### src/rtl/wb_burst_master.sv
// Wishbone classic burst master: turns one command into 1..2^LENW
// single-beat Wishbone transfers, holding CYC across the burst, and reports
// read data plus a per-burst completion status (ok / bus error / timeout).
module wb_burst_master #(
  parameter int AW          = 32,
  parameter int DW          = 32,
  parameter int LENW        = 4,
  parameter int TIMEOUT_CYC = 256
) (
  input  logic            wb_clk_i,
  input  logic            resetn,
  input  logic            cmd_valid,
  output logic            cmd_ready,
  input  logic            cmd_we,
  input  logic [AW-1:0]   cmd_addr,
  input  logic [DW/8-1:0] cmd_sel,
  input  logic [LENW-1:0] cmd_len,
  input  logic            wd_valid,
  output logic            wd_ready,
  input  logic [DW-1:0]   wd_data,
  output logic            rd_valid,
  output logic [DW-1:0]   rd_data,
  output logic            done,
  output logic            done_err,
  output logic            done_tmo,
  output logic            wb_cyc_o,
  output logic            wb_stb_o,
  output logic            wb_we_o,
  output logic [AW-1:0]   wb_adr_o,
  output logic [DW-1:0]   wb_dat_o,
  output logic [DW/8-1:0] wb_sel_o,
  input  logic [DW-1:0]   wb_dat_i,
  input  logic            wb_ack_i,
  input  logic            wb_err_i
);

  localparam int SW = DW / 8;
  localparam int TW = $clog2(TIMEOUT_CYC + 1);

  typedef enum logic [1:0] {S_IDLE, S_LOAD, S_REQ, S_DONE} state_t;

  state_t          state, state_next;
  logic            live;
  logic [LENW-1:0] len_q, len_next;
  logic [LENW-1:0] beat_q, beat_next;
  logic [TW-1:0]   tmo_q, tmo_next;

  logic            cyc_next, stb_next, we_next;
  logic [AW-1:0]   adr_next;
  logic [DW-1:0]   dat_next;
  logic [SW-1:0]   sel_next;
  logic            rd_valid_next;
  logic [DW-1:0]   rd_data_next;
  logic            done_next, done_err_next, done_tmo_next;

  // Next word address; wraps naturally at the top of the address space.
  function automatic logic [AW-1:0] adr_step(input logic [AW-1:0] a);
    return a + AW'(SW);
  endfunction

  // A beat has waited its full budget when the counter sits one short of the limit.
  function automatic logic tmo_expired(input logic [TW-1:0] t);
    return t == TW'(TIMEOUT_CYC - 1);
  endfunction

  // cmd_ready stays low while in reset and until the first edge afterwards.
  assign cmd_ready = live && (state == S_IDLE);
  assign wd_ready  = (state == S_LOAD);

  // Next-state and next-output decode; registered outputs hold unless changed.
  always_comb begin
    state_next    = state;
    len_next      = len_q;
    beat_next     = beat_q;
    tmo_next      = tmo_q;
    cyc_next      = wb_cyc_o;
    stb_next      = wb_stb_o;
    we_next       = wb_we_o;
    adr_next      = wb_adr_o;
    dat_next      = wb_dat_o;
    sel_next      = wb_sel_o;
    rd_valid_next = 1'b0;
    rd_data_next  = rd_data;
    done_next     = 1'b0;
    done_err_next = 1'b0;
    done_tmo_next = 1'b0;
    unique case (state)
      S_IDLE: begin
        if (cmd_valid && cmd_ready) begin
          adr_next  = cmd_addr;
          sel_next  = cmd_sel;
          we_next   = cmd_we;
          len_next  = cmd_len;
          beat_next = '0;
          tmo_next  = '0;
          cyc_next  = 1'b1;
          stb_next  = !cmd_we;
          state_next = cmd_we ? S_LOAD : S_REQ;
        end
      end
      S_LOAD: begin
        if (wd_valid) begin
          dat_next   = wd_data;
          stb_next   = 1'b1;
          tmo_next   = '0;
          state_next = S_REQ;
        end
      end
      S_REQ: begin
        if (wb_err_i) begin
          cyc_next      = 1'b0;
          stb_next      = 1'b0;
          done_next     = 1'b1;
          done_err_next = 1'b1;
          state_next    = S_DONE;
        end else if (wb_ack_i) begin
          if (!wb_we_o) begin
            rd_valid_next = 1'b1;
            rd_data_next  = wb_dat_i;
          end
          if (beat_q == len_q) begin
            cyc_next   = 1'b0;
            stb_next   = 1'b0;
            done_next  = 1'b1;
            state_next = S_DONE;
          end else begin
            adr_next  = adr_step(wb_adr_o);
            beat_next = beat_q + LENW'(1);
            tmo_next  = '0;
            if (wb_we_o) begin
              stb_next   = 1'b0;
              state_next = S_LOAD;
            end
          end
        end else if (tmo_expired(tmo_q)) begin
          cyc_next      = 1'b0;
          stb_next      = 1'b0;
          done_next     = 1'b1;
          done_err_next = 1'b1;
          done_tmo_next = 1'b1;
          state_next    = S_DONE;
        end else begin
          tmo_next = tmo_q + TW'(1);
        end
      end
      S_DONE: begin
        state_next = S_IDLE;
      end
      default: begin
        state_next = S_IDLE;
      end
    endcase
  end

  // State and registered outputs; reset clears everything without a done pulse.
  always_ff @(posedge wb_clk_i or negedge resetn) begin
    if (!resetn) begin
      state    <= S_IDLE;
      live     <= 1'b0;
      len_q    <= '0;
      beat_q   <= '0;
      tmo_q    <= '0;
      wb_cyc_o <= 1'b0;
      wb_stb_o <= 1'b0;
      wb_we_o  <= 1'b0;
      wb_adr_o <= '0;
      wb_dat_o <= '0;
      wb_sel_o <= '0;
      rd_valid <= 1'b0;
      rd_data  <= '0;
      done     <= 1'b0;
      done_err <= 1'b0;
      done_tmo <= 1'b0;
    end else begin
      state    <= state_next;
      live     <= 1'b1;
      len_q    <= len_next;
      beat_q   <= beat_next;
      tmo_q    <= tmo_next;
      wb_cyc_o <= cyc_next;
      wb_stb_o <= stb_next;
      wb_we_o  <= we_next;
      wb_adr_o <= adr_next;
      wb_dat_o <= dat_next;
      wb_sel_o <= sel_next;
      rd_valid <= rd_valid_next;
      rd_data  <= rd_data_next;
      done     <= done_next;
      done_err <= done_err_next;
      done_tmo <= done_tmo_next;
    end
  end

endmodule

### config.mk
export PLATFORM = sky130hd
export DESIGN_NAME = wb_burst_master
export DESIGN_NICKNAME = d
export VERILOG_FILES = /design/src/rtl/wb_burst_master.sv
export SDC_FILE = /design/constraint.sdc
export NUM_CORES = 1
export LEC_CHECK = 0
export ABC_AREA = 1
export CORE_ASPECT_RATIO = 1.4
export CORE_MARGIN = 2
export CORE_UTILIZATION = 35
export CTS_CLUSTER_DIAMETER = 50
export DETAILED_ROUTE_END_ITERATION = 7
export GPL_TIMING_DRIVEN = 1
export HOLD_SLACK_MARGIN = 0.12
export PLACE_DENSITY = 0.68
export SLEW_MARGIN = 20
export SYNTH_ARGS = -nofsm -noshare
export SYNTH_HDL_FRONTEND = slang
export SYNTH_SLANG_ARGS = --single-unit
### constraint.sdc
create_clock -name wb_clk_i -period 3.7 [get_ports wb_clk_i]
set_clock_uncertainty 0.2 [all_clocks]
set_input_delay 0.37 -clock wb_clk_i [delete_from_list [all_inputs] [get_ports wb_clk_i]]
set_output_delay 0.37 -clock wb_clk_i [all_outputs]
set_load 0.1 [all_outputs]
## Word level (Yosys, flattened, before mapping)

Cells that the tools add are included.

- Flip-flop bits (word level): 127
- Word-level logic and storage cells: 103
- Output and inout bits: 109

- Muxes and demuxes: 53
- Reductions and logical operators: 14
- Equal/unequal tests: 15
- Add/sub/neg operators: 3
- Bitwise operators: 2

Operator list:

| operator | count |
|---|---|
| $mux W32 | 4 |
| $pmux W32 S2 | 1 |
| $mux W9 | 6 |
| $add A32 B3 Y32 const B | 1 |
| $pmux W9 S3 | 1 |
| $mux W1 | 25 |
| $mux W2 | 8 |
| $mux W4 | 4 |
| $reduce_and A4 Y1 | 3 |
| $reduce_and A5 Y1 | 2 |
| $add A9 B1 Y9 const B | 1 |
| $eq A9 B8 Y1 const B | 1 |
| $ne A2 B2 Y1 const B | 4 |
| $ne A4 B4 Y1 const B | 2 |
| $pmux W2 S4 | 1 |
| $pmux W4 S2 | 1 |
| $ne A3 B3 Y1 const B | 2 |
| $reduce_and A6 Y1 | 1 |
| $ne A5 B5 Y1 const B | 1 |
| $add A4 B1 Y4 const B | 1 |
| $eq A2 B2 Y1 const B | 2 |
| $eq A4 B4 Y1 | 1 |
| $reduce_and A2 Y1 | 2 |
| $pmux W1 S3 | 1 |
| other kinds (9) | 11 |

## Depth between registers and ports, before layout

Gate-level depths: netlist of run 1.

- Word-level depth: 5
- Depth in mapped cells: 13
- Gate-level depth less buffers: 12

## Worst setup path after synthesis of run 1

No wires, ideal clock.

- Kind: reg-to-reg
- Start point: reg wb_adr_o[2]
- End point: reg wb_adr_o[22]
- Path buffers: 0
- Required time: 3380 ps
- Period minus slack after synthesis: 2485 ps
- Stages on the path, launching flop included: 11
- Path slack: 1215 ps
- Arrival time: 2164 ps
- Setup time: 120 ps
- Path through: dfrtp_1 > ha_1 > nand2_1 > nor2_1 > nand2_1 > nor2_2 > nand3_1 > nand3_1 > nand2_1 > nand2_1 > nand2_1

- Longest elaborated chain between the ends: 5

Ends and longest elaborated chain:

| item | RTL line | text |
|---|---|---|
| start, declared | 29 | `output logic [AW-1:0] wb_adr_o,` |
| start signal, assigned | 183 | `wb_adr_o <= adr_next;` |
| $add A32 B3 Y32 | 58 | `return a + AW'(SW);` |
| $mux W32 | 121 | `if (beat_q == len_q) begin` |
| $mux W32 | 116 | `end else if (wb_ack_i) begin` |
| $mux W32 | 110 | `if (wb_err_i) begin` |
| $pmux W32 S2 | 87 | `unique case (state)` |

No other way between the ends. The select of a mux whose other input is x is not followed.
A chain may end at the register's enable or synchronous reset.

## Worst setup path in the final report of run 1

- Start point: reg wb_adr_o[17]
- End point: out wb_adr_o[17]

No word-level cell between the ends.

==> results.py, run 1 <==
metrics = {
    "clock_network": {
        "cts_buffers": 17,
        "cts_root_buf": "clkbuf_16",
        "cts_resized": 0,
        "clkSinkCount": 127,
        "clock_path_buffers": 2,
        "cts_tree": "built",
        "path_clk_slew_ps": 60,
        "postCtsSetupBuffers": 0,
        "postCtsHoldBufs": 1,
        "cts-htree-levels": 4,
        "clk-insertion-delay-late_ps": 410,
    },
    "detailed_routing": {
        "vias_per_cell": 4.68,
        "antenna_left": 0,
        "wl_per_cell_um": 14.0,
        "drt_first_pass_iters": 4,
        "drt_iter0_drc": 370,
        "wl_mm": 18.3,
        "drc_errors": 0,
        "vias": 6105,
    },
    "timing": {
        "grt_setup_unrepaired": "false",
        "worstMarginPinSlew_ps": 1030,
        "setup_tns_ps": 0,
        "maxSlewHeadroom_pct": 31.0,
        "finalHoldViolCount": 0,
        "worst_slack_ps": 1050,
        "max_freq_mhz": 378,
        "min_period_ps": 2650,
        "setup-violations-final": 0,
        "final-max-slew-violation-count": 0,
        "period_share_pct": 71.5,
    },
    "floorplan": {
        "die_width_um": 120,
        "die-area_um2": 19800,
        "ios": 220,
        "core_area_um2": 18500,
        "initial_core_util_pct": 35.5,
        "rows": 59,
        "die_h_um": 166,
    },
    "synth": {
        "synth.distinct_cells": 33,
        "synth_edf_count": 0,
        "syn_area_um2": 6550,
        "async_reset_ff_share_pct": 100,
        "avgSynthCellArea_um2": 7.89,
        "synth_ff_type": "dfrtp_1",
        "ys_seq_area_share_pct": 48.5,
        "synth-warning-count": 0,
        "ys_ff_latch": 127,
        "synth_fp_nets": 950,
        "synthCells": 830,
    },
    "grt": {
        "grt_antenna_before_repair": 0,
        "grt_pass1_wl_mm": 30.0,
        "grt_max_degree": 73,
        "grt_usage_pct": 18.9,
        "grt_overflow": 0,
        "grt_pass1_vias": 6101,
    },
    "setup_path": {
        "arrival_ps": 2080,
        "cpPeakStageDelay_ps": 1180,
        "end_kind": "output pin",
        "path_class": "reg2out",
        "cp.depth": 1,
        "crit_chain": "clkdlybuf4s50_1",
        "cp_max_fo": 6,
        "cp-start-kind": "register",
        "cp_num_buf_inv": 1,
        "rrSetupSlack_ps": 1150,
        "critPathRequiredTime_ps": 3130,
        "r2r_cells": 10,
        "crit_slowest_cell": "clkdlybuf4s50_1",
        "path_delay_family": "buffers and inverters",
    },
    "finish": {
        "fillers": 1779,
        "final_core_util_pct": 51.6,
        "syn2layout_area_growth_pct": 45.5,
        "antenna_cells": 0,
        "final_cell_mix": "nand2_1, clkdlybuf4s50_1, dfrtp_1",
        "final_common_cell": "nand2_1",
        "layout-drive-gt1-share_pct": 10.9,
        "final_area_um2": 9530,
        "nNetsFinal": 1168,
    },
    "run_status": {
        "outcome": "finished clean",
    },
    "run": {
        "cap_violations": 0,
    },
    "placement": {
        "hpwl_mm": 13.2,
        "io_buffers": 219,
        "postPlaceCellArea_um2": 8940,
        "dp_slack_ps": 1100,
        "place_congestion": 0.840,
    },
    "hold_path": {
        "holdPathStages": 2,
        "min_path_type": "reg2reg",
    },
}
==> cell usage after synthesis (9+ instances only) <==
cell	n	area share [%]
clkbuf_1	11	0.63
dfrtp_1	127	49
ha_1	9	1.7
inv_1	53	3.0
mux2_2	32	5.5
nand2_1	372	21
nand3_1	52	4.0
nor2_1	70	4.0
o21ai_0	13	0.99
o21ai_2	21	2.8
==> registers in the layout (all words and copies together) (netlist names), 2 cells and up <==
signal	count
beat_q	4
len_q	4
state	2
wb_dat_o	32
rd_data	32
tmo_q	9
wb_adr_o	32
wb_sel_o	4
==> logic make-up (layout without fill, tap and decap cells) <==
| kind of cell | count (synthesis) | count (layout) | synth area share, % |
|---|---|---|---|
| flip-flops | 127 | 127 | 48.5 |
| AND/OR/NAND/NOR | 528 | 528 | 33.3 |
| AO/OA/AOI/OAI | 44 | 44 | 4.76 |
| XOR/XNOR | 3 | 3 | 0.401 |
| buffers and inverters | 86 | 317 | 5.77 |
| multiplexers | 32 | 32 | 5.50 |
| other | 1 | 1 | 0.0573 |
| adder cells (fa/ha/maj) | 9 | 9 | 1.72 |
==> worst register-to-register path: stages, from the launching register on <==
cell and delay, ps:
dfrtp_1 390, inv_1 100, ha_2 210, inv_2 390
nor2_1 110, inv_1 70, nand2_1 120, nand2_4 350
inv_4 250, nand2_1 170, o21ai_2 60
==> metrics by stage <==
stage / std cells / hold WS, ps
after floorplan: 830 / -126
after global placement: 1272 / 253
after detailed placement: 1272 / 258
after CTS: 1305 / 272
after global routing: 1305 / 284
final: 1305 / 267
==> final timing paths <==
check / startpoint / endpoint
setup / recovery: wb_adr_o[17] / wb_adr_o[17]
hold / removal: rd_data[26] / rd_data[26]
setup reg to reg: state[0] / wb_adr_o[5]
hold reg to reg: rd_data[26] / rd_data[26]
max in group asynchronous: resetn / wb_adr_o[19]
min in group asynchronous: resetn / wb_adr_o[17]
==> layout make-up <==
type                    instances  area [um2]  area share [%]
clock buffers                  20         447            4.69
clock inverters                12         136            1.43
inverters                      61         231            2.43
multi-input cells             617        2990            31.4
flip-flops and latches        127        3180            33.4
well taps                     244         305            3.20
repair buffers                224        2240            23.5
==> layer usage <==
layer,part of all wire (%),track usage [%],wire length [um]
met1,39,21.5,7100
met2,50,32.2,9210
met3,7.4,5.80,1350
met4,3.4,8.95,614
met5,0,0,0
Power of run 1 is not shown: default switching activity piles up to over one toggle a cycle in this logic, so the estimate is an artifact.
==> run 2: changes to the inputs <==
clock period = 2.45 ns   (was 3.7 ns; I/O delays follow)
==> run 2 against run 1 <==
Worst hold slack lost 140 ps. Die area is the same. Design area shrank 1.1%. Via count shrank 1.1%.
==> results.py, run 2 (same netlist as run 1, synthesis figures left out) <==
metrics = {
    "finish": {
        "layout-drive-gt1-share_pct": 22.1,
        "antenna_cells": 0,
        "final_cell_mix": "nand2_1, dfrtp_1, buf_4",
        "syn2layout_area_growth_pct": 44.0,
        "reg_top3": "rd_data: 32 flops, wb_adr_o: 32 flops, wb_dat_o: 32 flops",
        "nNetsFinal": 1179,
        "final_common_cell": "nand2_1",
    },
    "grt": {
        "grt_max_degree": 44,
        "grt_overflow": 0,
        "grt_pass1_vias": 6169,
        "grt_usage_pct": 18.7,
        "grt_pass1_wl_mm": 29.8,
        "grt_antenna_before_repair": 0,
    },
    "timing": {
        "period_share_pct": 91.0,
        "finalHoldViolCount": 0,
        "worstMarginPinSlew_ps": 524,
        "setup-violations-final": 0,
        "min_period_ps": 2230,
        "setup_tns_ps": 0,
        "final-max-slew-violation-count": 0,
        "grt_setup_unrepaired": "false",
        "max_freq_mhz": 449,
        "maxSlewHeadroom_pct": 65.0,
    },
    "detailed_routing": {
        "drt_first_pass_iters": 4,
        "wl_mm": 18.0,
        "wl_per_cell_um": 13.7,
        "drc_errors": 0,
        "antenna_left": 0,
        "vias_per_cell": 4.59,
        "drt_iter0_drc": 261,
        "vias": 6038,
    },
    "setup_path": {
        "r2r_cells": 13,
        "path_class": "reg2reg",
        "cp-start-kind": "register",
        "crit_slowest_cell": "dfrtp_1",
        "r2r_end": "tmo_q[1]",
        "crit_chain": "ha_1 -> nand3_1 -> nor2_1 -> nand3_1 -> nor2_1 -> ha_1 -> inv_1 -> nor2_1 -> o21ai_1 -> nand3_4 -> buf_12 -> nand2_1 -> o21ai_2",
        "crit_path_frequent_cell": "nor2_1",
        "cpPeakStageDelay_ps": 410,
        "cp_max_fo": 18,
        "path_delay_family": "simple AND/OR/NAND/NOR gates",
        "rrSetupSlack_ps": 220,
        "end_kind": "register",
        "r2r-start": "tmo_q[0]",
        "critPathRequiredTime_ps": 2550,
        "arrival_ps": 2320,
        "cp_num_buf_inv": 2,
    },
    "floorplan": {
        "initial_core_util_pct": 35.5,
        "rows": 59,
        "die_width_um": 120,
        "die-area_um2": 19800,
        "core_area_um2": 18500,
        "ios": 220,
        "die_h_um": 166,
    },
    "clock_network": {
        "clk-insertion-delay-late_ps": 410,
        "path_clk_slew_ps": 60,
        "cts-htree-levels": 4,
        "cts_tree": "built",
        "cts_resized": 0,
        "clock_path_buffers": 2,
        "cts_root_buf": "clkbuf_16",
        "cts_buffers": 17,
        "clkSinkCount": 127,
    },
    "placement": {
        "place_congestion": 0.841,
        "io_buffers": 219,
        "hpwl_mm": 13.5,
    },
    "hold_path": {
        "min_path_type": "in2async",
    },
    "run_status": {
        "outcome": "finished clean",
    },
    "run": {
        "cap_violations": 0,
    },
}
==> run 2: changes by cell type in the layout (fill, tap and decap cells not counted), sizes merged <==
cell	before	now
buf	7	125
clkdlybuf4s50	216	109
clkbuf	20	18
clkinvlp	3	1
inv	63	65
bufinv	2	3
clkinv	5	6
==> run 2: routing by layer <==
layer	track usage, %	vias up	wire length, um
met2	33.0	179	9270
met1	20.8	2769	7180
met4	7.83	0	552
met5	0	-	0
met3	5.36	28	1020
li1	-	3062	-
==> run 2: repair_timing <==
item	4_1_cts	5_1_grt
endpoints found under the setup margin	0	9
buffers inserted	0	1
hold endpoints to repair	127	0
hold buffers	1	0
==> run 2: worst max path at each step <==
stage | start | end | depth (start not counted)
finish | tmo_q[0] | tmo_q[1] | 13
global placement | tmo_q[0] | tmo_q[0] | 12
global route | tmo_q[0] | tmo_q[3] | 13
CTS | tmo_q[0] | tmo_q[3] | 12
floorplan | state[1] | wb_dat_o[0] | 5
detailed placement | tmo_q[0] | tmo_q[2] | 12
==> run 2: metrics by stage <==
step / worst slack [ps] / utilization, % / instances / instance area, um2 / hold slack [ps]
after global placement: 204 / 47.6 / 1282 / 8790 / -0.792
after CTS: 134 / 51.0 / 1315 / 9410 / 132
after detailed placement: 153 / 47.6 / 1282 / 8790 / 7.59
after floorplan: 17.4 / - / 830 / 6550 / -251
final: 221 / 51.1 / 1316 / 9430 / 132
after global routing: 16.1 / 51.1 / 1316 / 9430 / 151
==> run 2: final cells by class <==
class                           count  area (um2)
Timing Repair Buffer              235        2110
Clock inverter                     14         181
Clock buffer                       18         429
Inverter                           61         231
Sequential cell                   127        3180
Fill cell                        1816        9030
Tap cell                          244         305
Multi-Input combinational cell    617        2990
Power of run 2 is left out for the same reason.
==> run 3: changes to the inputs <==
CORE_UTILIZATION = 42   (was 35)
PLACE_DENSITY = 0.79   (was 0.68)
SETUP_SLACK_MARGIN = 0.5   (was unset)
SLEW_MARGIN = unset   (was 20)
==> run 3 against run 2 <==
Global-route usage rose by 4.6 points. Non-clock buffer count rose by 13. First-iteration DRC count up 31%. Cell count fell by 2.4%. Flip-flop and latch count unchanged. Routed wire length grew 4.8%. Highest routed layer unchanged. Critical path depth stayed put. Register-to-register slack better by 80 ps. Die area decreased by 16%. Via count grew 3.1%. Setup slack better by 81 ps.
==> results.py, run 3 (same netlist as run 1, synthesis figures left out) <==
metrics = {
    "run_status": {
        "outcome": "finished clean",
    },
    "grt": {
        "met3_usage_pct": 5.95,
        "grt_usage_pct": 23.3,
        "grt_overflow": 0,
        "use_met2_pct": 40.9,
        "grtUsageMet1_pct": 26.0,
        "grt_max_degree": 79,
        "grt_pass1_vias": 6169,
        "grt_antenna_before_repair": 0,
        "grt_pass1_wl_mm": 30.0,
        "grt-busiest-layer": "met2",
    },
    "timing": {
        "finalHoldViolCount": 0,
        "final-max-slew-violation-count": 0,
        "max_freq_mhz": 465,
        "worstMarginPinSlew_ps": 497,
        "period_share_pct": 87.7,
        "setup-violations-final": 0,
        "setup_tns_ps": 0,
        "min_period_ps": 2150,
        "maxSlewHeadroom_pct": 66.8,
        "grt_setup_unrepaired": "true",
        "worst_slack_ps": 301,
    },
    "clock_network": {
        "clkSinkCount": 127,
        "clk-insertion-delay-late_ps": 410,
        "cts_tree": "built",
        "path_clk_slew_ps": 60,
        "clock_path_buffers": 2,
        "cts_root_buf": "clkbuf_16",
        "cts_buffers": 17,
        "cts-htree-levels": 4,
    },
    "setup_path": {
        "path_delay_family": "simple AND/OR/NAND/NOR gates",
        "arrival_ps": 2270,
        "crit_slowest_cell": "dfrtp_1",
        "path_class": "reg2reg",
        "end_kind": "register",
        "critPathRequiredTime_ps": 2570,
        "cpPeakStageDelay_ps": 410,
        "startpoint": "tmo_q[0]",
        "cp_max_fo": 5,
        "r2r-start": "tmo_q[0]",
        "cp-start-kind": "register",
        "crit_chain": "ha_4 -> nand3_4 -> nor2_4 -> nand3_2 -> nor2_2 -> ha_2 -> inv_2 -> nor2_4 -> o21ai_4 -> buf_6 -> nand3_4 -> nand2_2 -> o21ai_2",
        "cp_num_buf_inv": 2,
    },
    "placement": {
        "placedCellCount": 1229,
        "place_congestion": 0.900,
        "hpwl_mm": 13.1,
        "dp_slack_ps": 174,
        "io_buffers": 219,
    },
    "detailed_routing": {
        "vias_per_cell": 4.85,
        "drt_iter0_drc": 343,
        "antenna_left": 0,
        "drc_errors": 0,
        "wl_per_cell_um": 14.7,
        "wl_mm": 18.9,
        "vias": 6228,
        "drt_first_pass_iters": 4,
    },
    "floorplan": {
        "die-area_um2": 16600,
        "initial_core_util_pct": 42.5,
        "ios": 220,
        "die_h_um": 152,
        "rows": 54,
        "die_width_um": 110,
        "core_area_um2": 15400,
    },
    "finish": {
        "final_common_cell": "nand2_1",
        "layout-drive-gt1-share_pct": 28.5,
        "nNetsFinal": 1195,
        "final_cells": 1284,
        "antenna_cells": 0,
        "reg_top3": "rd_data: 32 flops, wb_adr_o: 32 flops, wb_dat_o: 32 flops",
        "final_cell_mix": "nand2_1, buf_4, clkdlybuf4s50_1",
        "syn2layout_area_growth_pct": 48.3,
        "final_core_util_pct": 63.1,
    },
    "hold_path": {
        "min_from": "wb_dat_i[31]",
        "min_path_type": "in2reg",
    },
    "run": {
        "cap_violations": 0,
    },
}
==> run 3: worst paths after layout <==
path	end	slack [ps]	cells after the start
setup / recovery	tmo_q[7]	300	13
hold / removal	rd_data[31]	170	3
max in group asynchronous	wb_adr_o[15]	1360	3
setup reg to reg	tmo_q[7]	300	13
min in group asynchronous	wb_adr_o[17]	180	3
hold reg to reg	rd_data[0]	270	2
==> run 3: cell type report <==
cell class              count  area [um2]
well taps                 196         245
multi-input cells         620        3200
clock inverters            14         130
clock buffers              18         429
repair buffers            248        2240
inverters                  61         251
flip-flops and latches    127        3220
fillers                  1330        5690
==> run 3: routing by layer <==
| layer | vias to the layer above | part of all wire (%) | wire length, um |
|---|---|---|---|
| met5 | - | 0 | 0 |
| met4 | 0 | 3.8 | 708 |
| met3 | 48 | 6.3 | 1190 |
| met2 | 198 | 52 | 9910 |
| met1 | 2879 | 37 | 7070 |
| li1 | 3103 | - | - |
==> run 3: stage by stage <==
step | hold slack (ps) | instance area, um2
6_report | 169 | 9710
3_3_place_gp | -8.10 | 8780
2_1_floorplan | -251 | 6660
5_1_grt | 172 | 9710
4_1_cts | 160 | 9610
3_5_place_dp | -6.08 | 8780
==> run 3: what timing repair did <==
item	in CTS	in global routing
gates cloned	3	0
setup buffers	13	5
hold buffers	2	0
pin swaps	13	6
hold endpoints to repair	127	0
setup endpoints to repair	85	115
resized for setup	31	19
==> run 3: tightest hold or removal path: stages <==
cell and delay, ps:
clkdlybuf4s50_1 390, nand2_1 60, nand2_1 40
Power of run 3 is left out for the same reason.
